==> src/rtl/vout_wled_multi.sv <==
// WS2812 serial driver for a chain of NUM_LEDS pixels; frames repeat back-to-back after each latch.
// Optional macro VOUT_WLED_RGBW_EN: send 32-bit G,R,B,W words per LED instead of 24-bit GRB.
module vout_wled_multi #(
  parameter int CLK_MHZ  = 27,
  parameter int NUM_LEDS = 8,
  parameter int RESET_US = 80
) (
  input  logic                   clk,
  input  logic                   rst,
  input  logic [NUM_LEDS*32-1:0] value,
  output logic                   wled,
  output logic                   busy,
  output logic                   frame_done
);
  localparam int T_BIT = CLK_MHZ * 1250 / 1000;
  localparam int T0H   = CLK_MHZ * 400 / 1000;
  localparam int T1H   = CLK_MHZ * 800 / 1000;
  localparam int T_RST = CLK_MHZ * RESET_US;
`ifdef VOUT_WLED_RGBW_EN
  localparam int BPL   = 32;
`else
  localparam int BPL   = 24;
`endif
  localparam int FW    = NUM_LEDS * BPL;
  localparam int PW    = $clog2(FW);
  localparam int CW    = $clog2(((T_RST > T_BIT) ? T_RST : T_BIT) + 1);
  localparam int LW    = (NUM_LEDS > 1) ? $clog2(NUM_LEDS) : 1;
  localparam int BW    = $clog2(BPL);

  typedef enum logic [1:0] {LATCH, LOAD, HIGH, LOW} state_t;

  state_t        state;
  logic [CW-1:0] cnt;
  logic [LW-1:0] led_idx;
  logic [BW-1:0] bit_idx;
  logic [FW-1:0] frame;
  logic [FW-1:0] load_frame;
  logic [PW-1:0] bit_pos;
  logic [CW-1:0] t_high;
  logic          cur_bit;
  logic          last_bit;

  // Each LED occupies BPL frame bits, highest bit transmitted first.
  always_comb begin
    load_frame = '0;
    for (int n = 0; n < NUM_LEDS; n++) begin
`ifdef VOUT_WLED_RGBW_EN
      load_frame[n*BPL +: BPL] = {value[n*32 +: 24], value[n*32+24 +: 8]};
`else
      load_frame[n*BPL +: BPL] = value[n*32 +: 24];
`endif
    end
  end

`ifndef VOUT_WLED_RGBW_EN
  logic unused_w;
  always_comb begin
    unused_w = 1'b0;
    for (int n = 0; n < NUM_LEDS; n++) unused_w = unused_w ^ (^value[n*32+24 +: 8]);
  end
`endif

  assign bit_pos  = PW'(led_idx) * PW'(BPL) + PW'(bit_idx);
  assign cur_bit  = frame[bit_pos];
  assign t_high   = cur_bit ? CW'(T1H - 1) : CW'(T0H - 1);
  assign last_bit = (led_idx == LW'(NUM_LEDS - 1)) && (bit_idx == '0);

  always_ff @(posedge clk or posedge rst) begin
    if (rst) begin
      state      <= LATCH;
      cnt        <= '0;
      led_idx    <= '0;
      bit_idx    <= '0;
      frame      <= '0;
      wled       <= 1'b0;
      busy       <= 1'b0;
      frame_done <= 1'b0;
    end else begin
      frame_done <= 1'b0;
      case (state)
        LATCH: begin
          if (cnt == CW'(T_RST - 1)) begin
            state <= LOAD;
            cnt   <= '0;
            busy  <= 1'b1;
          end else begin
            cnt        <= cnt + CW'(1);
            // registered pulse lands on the final latch cycle
            frame_done <= (cnt == CW'(T_RST - 2));
          end
        end
        LOAD: begin
          frame   <= load_frame;
          led_idx <= '0;
          bit_idx <= BW'(BPL - 1);
          cnt     <= '0;
          wled    <= 1'b1;
          state   <= HIGH;
        end
        HIGH: begin
          cnt <= cnt + CW'(1);
          if (cnt == t_high) begin
            wled  <= 1'b0;
            state <= LOW;
          end
        end
        LOW: begin
          if (cnt == CW'(T_BIT - 1)) begin
            cnt <= '0;
            if (last_bit) begin
              state <= LATCH;
              busy  <= 1'b0;
            end else begin
              state <= HIGH;
              wled  <= 1'b1;
              if (bit_idx == '0) begin
                bit_idx <= BW'(BPL - 1);
                led_idx <= led_idx + LW'(1);
              end else begin
                bit_idx <= bit_idx - BW'(1);
              end
            end
          end else begin
            cnt <= cnt + CW'(1);
          end
        end
        default: state <= LATCH;
      endcase
    end
  end
endmodule

==> config.mk <==
export PLATFORM = sky130hd
export DESIGN_NAME = vout_wled_multi
export DESIGN_NICKNAME = d
export VERILOG_FILES = /design/src/rtl/vout_wled_multi.sv
export SDC_FILE = /design/constraint.sdc
export NUM_CORES = 1
export LEC_CHECK = 0
export CAP_MARGIN = 30
export CORE_ASPECT_RATIO = 0.75
export CORE_MARGIN = 2
export CORE_UTILIZATION = 49
export CTS_CLUSTER_SIZE = 8
export DETAILED_ROUTE_END_ITERATION = 16
export HOLD_SLACK_MARGIN = 0.05
export PLACE_DENSITY_LB_ADDON = 0.25
export SYNTH_ARGS = -nofsm -noshare
export SYNTH_HDL_FRONTEND = slang
export SYNTH_SLANG_ARGS = --single-unit
==> constraint.sdc <==
create_clock -name clk -period 8.38 [get_ports clk]
set_input_delay 1.257 -clock clk [delete_from_list [all_inputs] [get_ports clk]]
set_output_delay 1.257 -clock clk [all_outputs]
set_load 0.05 [all_outputs]
==> reports/metrics.yaml <==
worst_setup_path:
  cp_top_family: "multiplexers"
  rr_endpoint: "wled$_DFFE_PP0P_"
  r2r-start: "led_idx[1]$_DFFE_PP0P_"
  crit_path_start_kind: "flop"
  crit_chain: "ha_1 -> fa_1 -> xor2_2 -> mux4_2 -> nor2b_1 -> nor3b_2 -> nor3_1 -> o41ai_2 -> mux2i_1 -> o21a_1"
  reg2reg_slack_ns: 4.53
  crit_type: "flop to flop"
  crit_start: "led_idx[1]$_DFFE_PP0P_"
  worst_path_max_delay_cell: "mux4_2"
  crit_fanout: 10
  crit_required_ns: 8.85
  cpPeakStageDelay_ns: 0.61
  r2r_cells: 10
  critPathBufInv: 0
  worstPathArrival_ns: 4.31
  end_kind: "flop"
final_layout:
  final_common_cell: "dfrtp_1"
  final_area_sq_um: 13200
  regArea_sq_um: 5440
  syn_to_final_growth_pct: 29.5
  nFillCells: 1482
  final_util: 0.650
  multiInputGateArea_sq_um: 4520
  mostFrequentLayoutCells: "dfrtp_1 (215), mux2_2 (197), clkdlybuf4s50_1 (196), mux4_2 (39), clkbuf_16 (31)"
  layout-drive-gt1-share: 0.312
  layout.nets: 1170
synth:
  synth_cell_type_count: 54
  ys_seq_area_frac: 0.534
  synth.largest_area_cell: "dfrtp_1"
  synth_flop_cell: "dfrtp_1"
  syn_area_sq_um: 10200
  synthCells: 709
  synth.avg_cell_area_sq_um: 14.3
  async_flop_share: 1.00
  synth_edf_count: 0
  synth.area.top_cells: "dfrtp_1 (53%), mux2_2 (22%), mux4_2 (8.6%), mux2i_1 (2.5%), ha_1 (1.2%)"
  ys_warn_count: 0
  synth_seq_cells: 217
  yosysTopAreaCellShare: 0.534
  synthesis.nets: 979
clocking:
  clockBufferDepth: 3
  post_cts_buffers: 0
  h-tree-depth: 1
  numCtsBuffers: 31
  cts.sinks: 217
  cts_tree: "built"
  ctsHoldBuffers: 0
  cts_resized: 0
  cts_root_buf: "clkbuf_16"
  clock_latency_ns: 0.53
  clk_pin_slew_worst_paths_ns: 0.05
route:
  routedWlPerCell_microns: 20.2
  drc: 0
  drt_wl_total_microns: 23500
  dr.pass1.iters: 5
  first_iter_violations: 379
  vias: 6559
  via_per_inst: 5.65
  ant_nets: 0
placed_design:
  dpl_cell_area_sq_um: 12300
  io_buffers: 196
  dp_hpwl_microns: 16100
  gp_congestion: 0.808
grt:
  first_global_vias: 7097
  grtUsageTotal: 0.220
  grt_antenna_before_repair: 1
  overflow: 0
  grt_pass1_wl_microns: 37400
  grt_max_degree: 166
die:
  core_sq_um: 20300
  initial_core_util: 0.502
  num_rows: 45
  fp.dieW_microns: 170
  die_area_sq_um: 21900
  ios: 261
  die_y_microns: 129
pwr:
  vdd_drop_max_mv: 0.151
  leakage_uw: 0.00601
  pwr_density_cell_nw_per_um2: 169
sta:
  rsz0062_at_grt: "no"
  setup_tns_ns: 0
  tightest_slew_ns: 1.01
  fin_skew_ns: 0.0125
  report.final.slew_viol_count: 0
  max_freq_mhz: 260
  setup_viol: 0
  hold_viol: 0
  slew_headroom: 0.329
  finalCriticalPeriod_ns: 3.85
  period_share: 0.459
min_path:
  min-delay-start: "frame[114]$_DFFE_PP0P_"
  holdPathStages: 1
  holdPathEnd: "frame[114]$_DFFE_PP0P_"
  hp-class: "flop to flop"
outcome:
  status: "finished, final reports clean"
flow_run:
  max-cap-violations: 0
[layer usage]
| metal | share of wire | track usage |
|---|---|---|
| met1 | 0.44 | 0.293 |
| met2 | 0.46 | 0.356 |
| met4 | 0.023 | 0.0633 |
| met5 | 0 | 0 |
| met3 | 0.076 | 0.0612 |
[cell usage after synthesis, types with 2 or more instances]
library cell  instances
a2111oi_0             2
nand3_1              11
nor3_1                7
nor2b_1               9
nor4_1                3
buf_2                10
a22oi_1               6
xor2_1                6
clkbuf_1             29
mux2i_1              25
or4_1                 2
nor4b_1               3
nand4_1               2
nand2_1              24
ha_1                 10
fa_1                  2
o21ai_0               7
a21o_1                2
nor2_1               29
nand2b_1              4
buf_6                 2
o22ai_1               2
inv_1                 9
and4_1                2
a211oi_1              4
and2_1                2
a31oi_1               2
mux2_2              197
xnor2_1               8
mux4_2               39
a21oi_1              10
dfrtp_1             217
[report_power, final]
| group | leakage (uW) | internal, uW | switching (uW) | total [uW] |
|---|---|---|---|---|
| clock | 0.000390 | 646 | 410 | 1060 |
| sequential | 0.00301 | 1050 | 0 | 1050 |
| combinational | 0.00261 | 80.2 | 33.7 | 114 |
[per-stage QoR]
stage	hold WS, ns	setup WS [ns]	instances	total power (uW)
CTS	0.501	4.55	1159	2250
global route	0.512	4.38	1160	2300
floorplan	0.473	1.19	709	1080
finish	0.497	4.53	1161	2220
global placement	0.483	4.68	1123	1180
detailed placement	0.490	4.55	1124	1180
[how the worst max path moves through the flow]
stage                             end  slack (ns)  depth (start not counted)
2_1_floorplan  bit_idx[0]$_DFFE_PP0P_        1.19                          1
5_1_grt              wled$_DFFE_PP0P_        4.38                         10
4_1_cts              wled$_DFFE_PP0P_        4.55                         10
6_report             wled$_DFFE_PP0P_        4.53                         10
3_5_place_dp         wled$_DFFE_PP0P_        4.55                         10
3_3_place_gp         wled$_DFFE_PP0P_        4.68                         10
[state kept, by name, summed over array words and instances, names as in the netlist]
name        count
cnt            12
wled            1
frame         192
bit_idx         5
state           2
led_idx         3
frame_done      1
busy            1
[layout make-up]
cell class                 instances  area share
clock buffer                      34      0.0597
inverter                           9     0.00313
tap                              258      0.0245
timing repair buffer             201       0.156
clock inverter                     1    0.000665
antenna                            1    0.000190
multi-input combinational        440       0.343
sequential                       217       0.413
[cell families (layout without fill, tap and decap cells)]
family                     after synthesis  after routing  synth area share
muxes                                  261            261             0.329
other                                    0              1                 0
adders and majority gates               12             12            0.0162
DFF                                    217            217             0.534
and+or+nand+nor                        104            104            0.0518
AOI/OAI and AO/OA                       48             48            0.0330
xor gates and xnor gates                15             15            0.0137
buffers and inverters                   52            245            0.0223
Power figures use the tool's default switching activity.
